**config.mk**
```make
export PLATFORM = sky130hd
export DESIGN_NAME = ppu_oam_dma
export DESIGN_NICKNAME = d
export VERILOG_FILES = /design/src/rtl/ppu_oam_dma.sv
export SDC_FILE = /design/constraint.sdc
export NUM_CORES = 1
export LEC_CHECK = 0
export ABC_CLOCK_PERIOD_IN_PS = 5100
export CAP_MARGIN = 30
export CORE_ASPECT_RATIO = 0.9
export CORE_MARGIN = 4
export CORE_UTILIZATION = 40
export DETAILED_ROUTE_END_ITERATION = 8
export PLACE_DENSITY = 0.75
export SLEW_MARGIN = 20
export SYNTH_ARGS = -nofsm -noshare
export SYNTH_HDL_FRONTEND = slang
export SYNTH_SLANG_ARGS = --single-unit
```
**constraint.sdc**
```tcl
create_clock -name clk -period 5.1 [get_ports clk]
set_clock_uncertainty 0.1 [all_clocks]
set_input_delay 0.51 -clock clk [delete_from_list [all_inputs] [get_ports clk]]
set_output_delay 0.51 -clock clk [all_outputs]
set_load 0.01 [all_outputs]
```
**src/rtl/ppu_oam_dma.sv**
```systemverilog
// Sprite DMA: copies one 256-byte CPU page into OAM, stalling the CPU for 513 cycles (514 with an odd-cycle align).
// No backpressure; OAM_DMA_ODD_ALIGN_EN adds the extra align cycle when cpu_odd is high.
module ppu_oam_dma (
   input  logic        clk,
   input  logic        rst,
   input  logic        dma_start,
   input  logic [7:0]  dma_page,
   input  logic [7:0]  oam_base,
   input  logic        cpu_odd,
   output logic        cpu_stall,
   output logic [15:0] mem_addr,
   output logic        mem_re,
   input  logic [7:0]  mem_rdata,
   output logic        oam_en,
   output logic        oam_rw,
   output logic [5:0]  spr_select,
   output logic [1:0]  byte_select,
   output logic [7:0]  oam_wdata,
   output logic        dma_busy,
   output logic        dma_done
);

   typedef enum logic [2:0] {
      S_IDLE   = 3'd0,
      S_ALIGN  = 3'd1,
      S_ALIGN2 = 3'd2,
      S_READ   = 3'd3,
      S_WRITE  = 3'd4,
      S_DONE   = 3'd5
   } state_t;

   state_t     state_q, state_d;
   logic [7:0] cnt_q, cnt_d;
   logic [7:0] dest_q, dest_d;
   logic [7:0] page_q, page_d;

`ifndef OAM_DMA_ODD_ALIGN_EN
   logic unused_cpu_odd;
   assign unused_cpu_odd = cpu_odd;
`endif

   always_comb begin
      state_d = state_q;
      cnt_d   = cnt_q;
      dest_d  = dest_q;
      page_d  = page_q;
      case (state_q)
         S_IDLE: begin
            if (dma_start) begin
               page_d  = dma_page;
               dest_d  = oam_base;
               cnt_d   = 8'd0;
               state_d = S_ALIGN;
            end
         end
         S_ALIGN: begin
`ifdef OAM_DMA_ODD_ALIGN_EN
            state_d = cpu_odd ? S_ALIGN2 : S_READ;
`else
            state_d = S_READ;
`endif
         end
         S_ALIGN2: state_d = S_READ;
         S_READ:   state_d = S_WRITE;
         S_WRITE: begin
            cnt_d   = cnt_q + 8'd1;
            dest_d  = dest_q + 8'd1;
            state_d = (cnt_q == 8'hFF) ? S_DONE : S_READ;
         end
         S_DONE:   state_d = S_IDLE;
         default:  state_d = S_IDLE;
      endcase
   end

   always_ff @(posedge clk or posedge rst) begin
      if (rst) begin
         state_q <= S_IDLE;
         cnt_q   <= 8'd0;
         dest_q  <= 8'd0;
         page_q  <= 8'd0;
      end else begin
         state_q <= state_d;
         cnt_q   <= cnt_d;
         dest_q  <= dest_d;
         page_q  <= page_d;
      end
   end

   // Outputs are decoded from registered state so reset clears them without a clock edge.
   always_comb begin
      cpu_stall   = 1'b0;
      dma_busy    = 1'b0;
      mem_re      = 1'b0;
      mem_addr    = 16'h0000;
      oam_en      = 1'b0;
      oam_rw      = 1'b1;
      spr_select  = 6'd0;
      byte_select = 2'd0;
      oam_wdata   = 8'h00;
      dma_done    = 1'b0;
      case (state_q)
         S_ALIGN, S_ALIGN2: begin
            cpu_stall = 1'b1;
            dma_busy  = 1'b1;
         end
         S_READ: begin
            cpu_stall = 1'b1;
            dma_busy  = 1'b1;
            mem_re    = 1'b1;
            mem_addr  = {page_q, cnt_q};
         end
         S_WRITE: begin
            cpu_stall   = 1'b1;
            dma_busy    = 1'b1;
            oam_en      = 1'b1;
            oam_rw      = 1'b0;
            spr_select  = dest_q[7:2];
            byte_select = dest_q[1:0];
            oam_wdata   = mem_rdata;
         end
         S_DONE:  dma_done = 1'b1;
         default: ;
      endcase
   end

endmodule

```
==> results.md, run 1 <==
- Across the VDD grid, the largest voltage drop is 0.2654 mV.
- In the synthesized netlist, mux cells make up 7.267% of the area.
- The largest net degree at the start of global routing is 42.
- In this run the number of H-tree levels came out at 1.
- Of all flip-flops after synthesis, the portion carrying an async set or reset was 100.0%.
- The area growth from synthesis to layout is 42.47%.
- The type of the worst min-delay path is flop to flop.
- The total global routing overflow is 0.
- The areal power density over the cells is 415.1 mW/mm2.
- Before CTS, the worst setup slack after placement is 2312 ps.
- The flow ran to the end, and the final reports show no timing, DRC or antenna violations.
- The number of nets in the synthesized netlist is 206.
- The initial antenna violation count is 0.
- The tightest slew margin relative to the limit is 64.15%.
- The critical-path cell with the highest stage delay is dfrtp_1.
- The total power draw is 0.9775 mW.
- The buffer and inverter count on the worst path is 2.
- The fraction of final layout cells with drive strength greater than 1 is 8.120%.
- Summing the areas of all compound-gate instances in the mapped netlist gives 14.61% of the synthesized area.
- The worst setup path is captured at an output pin.
- The number of buffers between clock root and the deepest sink is 2.
- The count of distinct cell types in the synthesized netlist is 40.
- Each instance of the synthesized netlist takes up on average 9.391 um2.
- Setup violations remaining at the end of the flow were counted as 0.
- The standard cell area after detailed placement is 0.002301 mm2.
- The via count of the first global-routing pass is 1329.
- The cell area after synthesis is 0.001653 mm2.
- Summing the areas of all and, or, nand and nor instances in the mapped netlist gives 27.86% of the synthesized area.
- The clock tree from TritonCTS is yes.
- The number of maximum-capacitance constraint violations is 0.
- The number of placement rows is 21.
- The number of failing hold endpoints at the final stage is 0.
- The wire-length estimate of the detail-placed layout is 2954 um.
- The adder-cell share of the synthesized area is 1.514%.
- The wire length of the first global-routing pass is 6134 um.
- The die is 75.76 um wide.
- The full die area is 0.005226 mm2.
- The number of standard cells after synthesis is 176.
- The total setup buffers inserted after CTS is 0.
- The antenna diode count is 0.
- Of all nets on the critical path, the largest fanout is 28.
- The DRC marker count from the first detailed-route iteration is 73.
- For the final routed database, the setup TNS stands at 0 ps.
- The signal on the critical path passes through nor2_4 > and2_1 > inv_4 > clkdlybuf4s50_1.
- Setup repair after global routing left no endpoint under its margin.
- The final weighted congestion in routability-driven placement is 0.8043.
- The number of synthesized register bits is 27.
- The cell at the root of the clock tree is clkbuf_8.
- The synthesized netlist devotes 2.120% of its cell area to XOR and XNOR gates.
- In the final routed layout, each cell accounts on average for 14.23 um.
- Data on the critical path arrives at its endpoint at 2280 ps.
- The portion of the post-synthesis area used by sequential elements is 40.88%.
- The worst setup path is launched from a flop.
- In the routed layout, each cell is associated on average with a via count of 5.357.
- The clock-pin slew reported for the worst setup and hold paths after clock tree synthesis is 100 ps.
- The worst setup margin is 2208 ps.
- For the pin with the worst max-slew slack, the measured transition is 534.1 ps.
- During I/O placement, the number of pins put on the boundary was 66.
- The worst hold margin is 406.6 ps.
- Leaving out fill and tap cells, the most frequent cell in the layout is clkdlybuf4s50_1.
- After detailed routing, the total wire length is 3983 um.
- The worst setup path is of the flop to output pin kind.
- The worst endpoint required time is 4490 ps.
- The worst path in the final design needs a cycle of 2892 ps, including I/O delays and setup.
- The number of vias after detailed routing is 1500.
- The number of warning messages in the yosys log is 0.
- The kind of cell with the highest combined delay along the critical path is simple AND/OR/NAND/NOR gates.
- The die outline height is 68.98 um.
- The max-slew violation count is 0.
- The final cell utilization of the core is 60.97%.
- Global routing used 15.13% of the available tracks across all layers.
- The count of flip-flops with a built-in enable after synthesis is 0.
- Leaving out fill and tap cells, the most frequent cells in the layout are clkdlybuf4s50_1 (64), dfrtp_1 (27), and3_1 (20), and2_1 (17).
- The first-pass detailed-route iteration total is 4.
- The post-route cell area is 0.002355 mm2.
- Clock tree synthesis found a total of 27 sinks.
- The clock buffer count from CTS is 3.
- The most used flip-flop cell after synthesis is dfrtp_1.
- In this run the static leakage power is 1.010 nW.
- The core region is 0.003862 mm2.
- Buffers inserted to repair hold after CTS numbered 0.
- Once the floorplan was initialized, standard cells occupied 42.79% of the core.
- Gates resized during post-CTS repair numbered 0.
- The highest attainable clock frequency is 345.7 MHz.
- In the final design database the tool counted 265 nets.
- The final non-filler cell total is 280.
- The count of input and output buffers is 64.
- Of the available clock period, the critical path in the final layout requires 56.72%.
- The instance count after placement with tap cells included is 275.
- In this run the remaining antenna-violating nets after routing total 0.
- On the worst path, the slowest cell contributes a delay of 500 ps.
- The dominant combinational cell family by area after synthesis is simple AND/OR/NAND/NOR gates.
- The final routed DRC violation total is 0.
- The clock reaches the later pin of the worst-skew pair after 270 ps.
## per-layer routing
layer | GRT usage (%) | share of wire (%) | up-vias | wire length, um
met5 | 0 | 0 | - | 0
met4 | 2.620 | 0.73 | 0 | 29
met3 | 4.493 | 7.4 | 2 | 294
met2 | 23.93 | 46 | 53 | 1835
met1 | 20.66 | 46 | 699 | 1824
li1 | - | - | 746 | -
## state kept, by name, summed over array words and instances (netlist names)
register,count
cnt_q,8
dest_q,8
page_q,8
state_q,3
## Yosys cell counts, types with 2 or more instances
master	instances	area [um2]
a211oi_1	2	15.01
and3_1	20	125.1
xnor2_1	4	35.03
mux2_2	8	90.09
o22a_1	4	35.03
o21ai_0	13	65.06
o22ai_1	5	31.28
buf_6	3	33.78
nand2_1	13	48.80
o21a_1	2	15.01
clkbuf_1	5	18.77
and2_1	17	106.4
nor2_1	12	45.04
nand2b_1	2	12.51
ha_1	2	25.02
nand3_1	6	30.03
mux2i_1	3	30.03
buf_4	3	22.52
a21oi_1	4	20.02
buf_2	2	10.01
dfrtp_1	27	675.7
## layout make-up
cell class	instances	area [um2]
fill	335	1508
multi-input combinational	134	882.1
timing repair buffer	67	683.2
sequential	27	675.6
tap	46	57.56
clock buffer	3	41.29
inverter	2	10.01
clock inverter	1	5.005
## final timing paths
kind | from | endpoint | slack [ps] | cells after the start
worst max-delay path | state_q[0]$_DFFE_PP0P_ | oam_rw | 2210 | 4
worst min-delay path | page_q[4]$_DFFE_PP0P_ | page_q[4]$_DFFE_PP0P_ | 410 | 1
worst max register to register | state_q[0]$_DFFE_PP0P_ | cnt_q[7]$_DFFE_PP0P_ | 2950 | 6
worst min register to register | page_q[4]$_DFFE_PP0P_ | page_q[4]$_DFFE_PP0P_ | 410 | 1
max in group asynchronous | rst | dest_q[0]$_DFFE_PP0P_ | 4030 | 3
min in group asynchronous | rst | page_q[7]$_DFFE_PP0P_ | 430 | 2
## cells by family (layout without fill, tap and decap cells)
| group | Yosys count | in the layout |
|---|---|---|
| and+or+nand+nor | 80 | 80 |
| AOI/OAI and AO/OA | 37 | 37 |
| DFF | 27 | 27 |
| buffers and inverters | 15 | 73 |
| muxes | 11 | 11 |
| xor gates and xnor gates | 4 | 4 |
| adders and majority gates | 2 | 2 |
## worst register-to-register path, stage by stage (launching register included)
cell	delay (ps)
dfrtp_1	500
nor2_4	500
and2_1	410
inv_4	110
nor2_2	170
nand3_1	120
mux2i_1	140
## where the power goes
part | total [mW] | internal [mW] | switching (mW)
clock network | 0.122 | 0.0548 | 0.0670
registers | 0.373 | 0.290 | 0.0826
logic | 0.483 | 0.257 | 0.225
Power figures use the tool's default switching activity.
==> run 2, diff against run 1 <==
Settings changed: ABC_CLOCK_PERIOD_IN_PS 5100 to 2810.
Clock period 5.1 ns to 2.81 ns, I/O delays scaled along.
==> results.md, run 2 (synthesis gave the netlist of run 1 again) <==
- The flow ran to the end, and the final reports show no timing, DRC or antenna violations.
- The final worst-path cycle share is 84.08%.
- The area added between synthesis and finish is 42.62%.
- The largest net degree at the start of global routing was 30 (-29%).
- The number of failing hold endpoints at the final stage was 0 (unchanged).
- The via count of the first global-routing pass is 1365 (+2.7%).
- The startpoint type of the worst setup path is a flop.
- The areal power density over the cells came to 756.1 mW/mm2 (+82%).
- The number of levels in the clock H-tree came to 1 (unchanged).
- The critical path launch point is state_q[1]$_DFFE_PP0P_.
- The count of input and output buffers was 64 (unchanged).
- Counting I/O delays and the setup requirement, the final critical path takes 2363 ps.
- The highest attainable clock frequency is 423.3 MHz.
- The peak ir drop on the vdd network is 0.4675 mV (+76%).
- The total setup buffers inserted after CTS was 0 (unchanged).
- The first-pass detailed-route iteration total is 4 (unchanged).
- The aggregate global-route resource usage is 16.25% (+1.1 points).
- The global routing usage on met3 is 4.203% (-0.29 points).
- The clock-pin slew reported for the worst setup and hold paths after clock tree synthesis came to 90 ps (about the same).
- The worst register-to-register path ends at page_q[1]$_DFFE_PP0P_.
- The largest registers in the layout are cnt_q (8), dest_q (8), page_q (8).
- The total global routing overflow is 0 (unchanged).
- The transition at the pin with the smallest max-transition slack came to 521.0 ps (-13.18 ps).
- CTS placed an instance of clkbuf_8 at the clock tree root.
- The final-stage net count is 268 (+1.1%).
- The number of fillers in the final layout was 357 (+6.6%).
- The full die area is 0.005226 mm2 (unchanged).
- The average via count per standard cell is 5.159 (-3.7%).
- The termination of the worst setup path is mem_addr[7].
- The final weighted congestion in routability-driven placement is 0.8181 (+1.7%).
- The largest fanout on the critical path is 17 (-39%).
- The global routing usage on met2 is 24.89% (+0.96 points).
- The leakage dissipation is 1.017 nW (+0.72%).
- The final routed DRC violation total is 0 (unchanged).
- The area of the multi-input gates is 882.1 um2 (unchanged).
- The final non-filler cell total came to 283 (+1.1%).
- The instance count after placement with tap cells included is 279 (+1.5%).
- The post-detailed-placement half-perimeter wirelength was 2917 um (-1.3%).
- The total number of clock tree sinks is 27 (unchanged).
- The wire length of the first global-routing pass is 6527 um (+6.4%).
- The die outline height is 68.98 um (unchanged).
- The antenna diode count is 0 (unchanged).
- The clock tree from TritonCTS is yes.
- The number of placement rows came to 21 (unchanged).
- The routed length per instance is 14.03 um (-1.4%).
- The count of endpoints failing setup in the final report is 0 (unchanged).
- The number of maximum-capacitance constraint violations is 0 (unchanged).
- The number of vias after detailed routing is 1460 (-2.7%).
- The endpoint arrival time on the critical path is 1980 ps (-300 ps).
- The number of gates resized after CTS is 0 (unchanged).
- Setup repair after global routing left no endpoint under its margin.
- The clock buffer count from CTS is 3 (unchanged).
- Leaving out fill and tap cells, the most frequent cells in the layout are clkdlybuf4s50_1 (64), dfrtp_1 (27), and3_1 (20), and2_1 (17).
- The number of hold buffers added after CTS is 0 (unchanged).
- The final sum of negative setup slack is 0 ps (unchanged).
- The number of cell instances on the worst register-to-register path came to 3 (-3).
- The layer carrying the most global-route usage is met2.
- The worst hold margin is 248.6 ps (-157.9 ps).
- The core box area is 0.003862 mm2 (unchanged).
- The tightest slew margin relative to the limit is 65.04% (+0.88 points).
- The max-slew violation count is 0 (unchanged).
- The overall routed net length is 3971 um (-0.30%).
- The total power draw is 1.782 mW (+82%).
- The global routing met1 resource utilization is 22.52% (+1.9 points).
- The type of the worst min-delay path is input pin to asynchronous set/reset pin.
- The width of the chip was 75.76 um (unchanged).
- The setup slack of the most critical reg-to-reg path is 860 ps (-2090 ps).
- The I/O pin total is 66 (unchanged).
- The worst reg2reg path startpoint is state_q[1]$_DFFE_PP0P_.
- The effective utilization at floorplan came to 42.79% (unchanged).
- The area used by sequential logic in the layout was 675.6 um2 (unchanged).
- The type of the worst setup path is flop to output pin.
- The initial antenna violation count is 0 (unchanged).
- The final antenna-violating net count is 0 (unchanged).
- The clock network latency to the later pin of the worst-skew pair was 270 ps (about the same).
- Leaving out fill and tap cells, the most frequent cell in the layout is clkdlybuf4s50_1.
- The worst endpoint required time was 2430 ps (-2060 ps).
- The DRC marker count from the first detailed-route iteration is 87 (+19%).
- The worst setup path is captured at an output pin.
- The number of buffers between clock root and the deepest sink was 2 (unchanged).
- The fraction of final layout cells with drive strength greater than 1 came to 9.283% (+1.2 points).
==> run 2: cell types whose count changed in the layout (fill, tap and decap cells not counted) <==
cell	delta
buf_16	-1
buf_4	+4
==> run 2: final cells by class <==
class	instances	share of cell area, %
clock buffer	3	1.752
clock inverter	1	0.2123
inverter	2	0.4246
multi-input combinational	134	37.42
sequential	27	28.66
tap	46	2.442
timing repair buffer	70	29.09
==> run 2: worst min path at each step <==
stage                          startpoint                     to  slack [ps]  cells past startpoint
finish                                rst  dest_q[5]$_DFFE_PP0P_         250                      3
global route                          rst  dest_q[5]$_DFFE_PP0P_         280                      3
CTS                                   rst  dest_q[5]$_DFFE_PP0P_         260                      3
detailed placement  page_q[0]$_DFFE_PP0P_  page_q[0]$_DFFE_PP0P_         390                      1
global placement    page_q[5]$_DFFE_PP0P_  page_q[5]$_DFFE_PP0P_         380                      1
floorplan                             rst   cnt_q[0]$_DFFE_PP0P_         230                      1
==> run 2: per-layer routing <==
metal  routed length (um)  vias up
li1                     -      748
met1                 1871      665
met2                 1816       42
met3                  229        5
met4                   53        0
met5                    0        -
==> run 2: critical path, cell delays in order, from the launching register on <==
cell	delay, ps
dfrtp_1	570
nand2_1	130
nor2_1	110
buf_4	210
and2_1	150
clkdlybuf4s50_1	540
==> run 2: per-stage QoR <==
step | utilization [%] | worst slack (ps) | cell area, um2
final | 61.03 | 447.4 | 2357
after global routing | 61.03 | 372.8 | 2357
after CTS | 61.03 | 455.6 | 2357
after detailed placement | 59.83 | 624.5 | 2311
after global placement | 59.83 | 651.1 | 2311
after floorplan | - | 1104 | 1653
==> run 2: power by group <==
group	switching (mW)	internal, mW	leakage (nW)	total, mW
clock network	0.122	0.0995	0.0255	0.222
registers	0.147	0.527	0.344	0.674
logic	0.406	0.480	0.647	0.887
==> run 3, diff against run 2 <==
Settings changed: ABC_CLOCK_PERIOD_IN_PS 2810 to 2200.
Clock period 2.81 ns to 2.2 ns, I/O delays scaled along.
==> results.md, run 3 (synthesis gave the netlist of run 1 again) <==
- The worst hold margin is 193.8 ps (-54.79 ps).
- The full die area is 0.005226 mm2 (unchanged).
- The first-pass detailed-route iteration total is 4 (unchanged).
- The final sum of negative setup slack is 0 ps (unchanged).
- The cell at the root of the clock tree is clkbuf_8.
- The die outline height is 68.98 um (unchanged).
- The number of placement rows came to 21 (unchanged).
- The worst setup margin is 128.3 ps (-319.1 ps).
- The clock tree from TritonCTS is yes.
- The final worst-path cycle share is 94.17%.
- The final routed DRC violation total was 0 (unchanged).
- The library cell used most frequently in the layout, excluding fill and tap cells, is clkdlybuf4s50_1.
- The setup slack after placement was 93.23 ps (-531.3 ps).
- The count of input and output buffers is 64 (unchanged).
- The clock buffer count from CTS is 3 (unchanged).
- The fraction of final layout cells with drive strength greater than 1 was 11.98% (+2.7 points).
- The max-slew violation count is 0 (unchanged).
- Derived from the worst setup path, the maximum achievable clock frequency is 482.7 MHz.
- The post-detailed-placement half-perimeter wirelength is 3125 um (+7.1%).
- The number of vias after detailed routing is 1506 (+3.2%).
- The wire length of the first global-routing pass was 6782 um (+3.9%).
- The number of buffers between clock root and the deepest sink is 2 (unchanged).
- The largest registers in the layout are cnt_q (8), dest_q (8), page_q (8).
- The aggregate global-route resource usage was 16.73% (+0.48 points).
- The count of endpoints failing setup in the final report is 0 (unchanged).
- The tightest slew margin relative to the limit is 66.43% (+1.4 points).
- The endpoint arrival time on the critical path is 1750 ps (-230 ps).
- The routed length per instance is 14.37 um (+2.4%).
- Setup repair after global routing left no endpoint under its margin.
- The type of the worst min-delay path is input pin to asynchronous set/reset pin.
- The area added between synthesis and finish is 45.27%.
- The effective utilization at floorplan is 42.79% (unchanged).
- The clock network latency to the later pin of the worst-skew pair came to 270 ps (about the same).
- The post-route cell area is 0.002401 mm2 (+1.9%).
- The transition at the pin with the smallest max-transition slack came to 500.3 ps (-20.70 ps).
- The final-stage net count is 273 (+1.9%).
- The number of maximum-capacitance constraint violations is 0 (unchanged).
- The width of the chip came to 75.76 um (unchanged).
- The number of failing hold endpoints at the final stage came to 0 (unchanged).
- The I/O pin total came to 66 (unchanged).
- The initial antenna violation count was 0 (unchanged).
- The worst endpoint required time is 1880 ps (-550 ps).
- The type of the worst setup path is flop to output pin.
- The kind of end point of the critical path is an output pin.
- The core box area is 0.003862 mm2 (unchanged).
- The areal power density over the cells is 976.6 mW/mm2 (+29%).
- The clock period minus worst slack is 2072 ps.
- The DRC marker count from the first detailed-route iteration is 122 (+40%).
- The number of levels in the clock H-tree is 1 (unchanged).
- The total global routing overflow was 0 (unchanged).
- STA classifies the critical path startpoint as a flop.
- The via count of the first global-routing pass is 1437 (+5.3%).
- The antenna diode count is 0 (unchanged).
- The final antenna-violating net count is 0 (unchanged).
- The peak ir drop on the vdd network is 0.4906 mV (+5.0%).
- The average via count per standard cell is 5.229 (+1.4%).
- The total power draw was 2.345 mW (+32%).
- The overall routed net length is 4138 um (+4.2%).
- The run finished with clean final reports.
- The total number of clock tree sinks is 27 (unchanged).
- The largest fanout on the critical path is 21 (+4).
- The largest net degree at the start of global routing is 30 (unchanged).
- The clock-pin slew reported for the worst setup and hold paths after clock tree synthesis was 90 ps (about the same).
- The leakage dissipation is 1.038 nW (+2.0%).
- The final weighted congestion in routability-driven placement is 0.8404 (+2.7%).
- In the layout the commonest cells are clkdlybuf4s50_1 (64), dfrtp_1 (25), and3_1 (20), and2_1 (16).
- The standard cell area after detailed placement is 0.002341 mm2 (+1.3%).
-- run 3: routing by layer --
layer	up-vias	global-route usage, %	share of wire [%]
li1	756	-	-
met1	709	23.21	46
met2	39	26.82	48
met3	2	3.188	5.5
met4	0	3.930	0.97
met5	-	0	0
-- run 3: layout make-up --
cell class              instances  area (um2)
multi-input cells             134       883.3
fillers                       337        1461
repair buffers                 75       726.9
clock buffers                   4       45.04
flip-flops and latches         27       678.2
inverters                       2       10.01
well taps                      46       57.56
-- run 3: what timing repair did --
item	4_1_cts	5_1_grt
pin swaps	0	1
setup endpoints to repair	18	30
hold buffers	0	0
buffers inserted	0	1
resized for setup	2	2
-- run 3: worst max-delay path, cell delays in order (launching register included) --
cell and delay, ps:
dfrtp_2 450, nor2_4 140, buf_6 180, xnor2_1 150, clkdlybuf4s50_1 560
-- run 3: per-stage QoR --
stage	std cells	utilization, %
final	288	62.16
after global routing	288	62.16
after CTS	287	61.90
after detailed placement	283	60.61
after global placement	283	60.61
after floorplan	176	-
-- run 3: final timing paths --
check                      cells after the start  slack, ps                     end              startpoint
setup / recovery                               4        130                dma_busy  state_q[1]$_DFFE_PP0P_
hold / removal                                 3        190   dest_q[4]$_DFFE_PP0P_                     rst
setup reg to reg                               4        210   page_q[0]$_DFFE_PP0P_  state_q[0]$_DFFE_PP0P_
hold reg to reg                                1        410   page_q[4]$_DFFE_PP0P_   page_q[4]$_DFFE_PP0P_
max in group asynchronous                      3       1520  state_q[0]$_DFFE_PP0P_                     rst
min in group clk                               1        410   page_q[4]$_DFFE_PP0P_   page_q[4]$_DFFE_PP0P_
-- run 3: power by group --
part           total (mW)  internal [mW]  switching, mW
sequential          0.840          0.678          0.163
clock               0.280          0.130          0.150
combinational        1.22          0.666          0.558
total                2.34           1.47          0.871
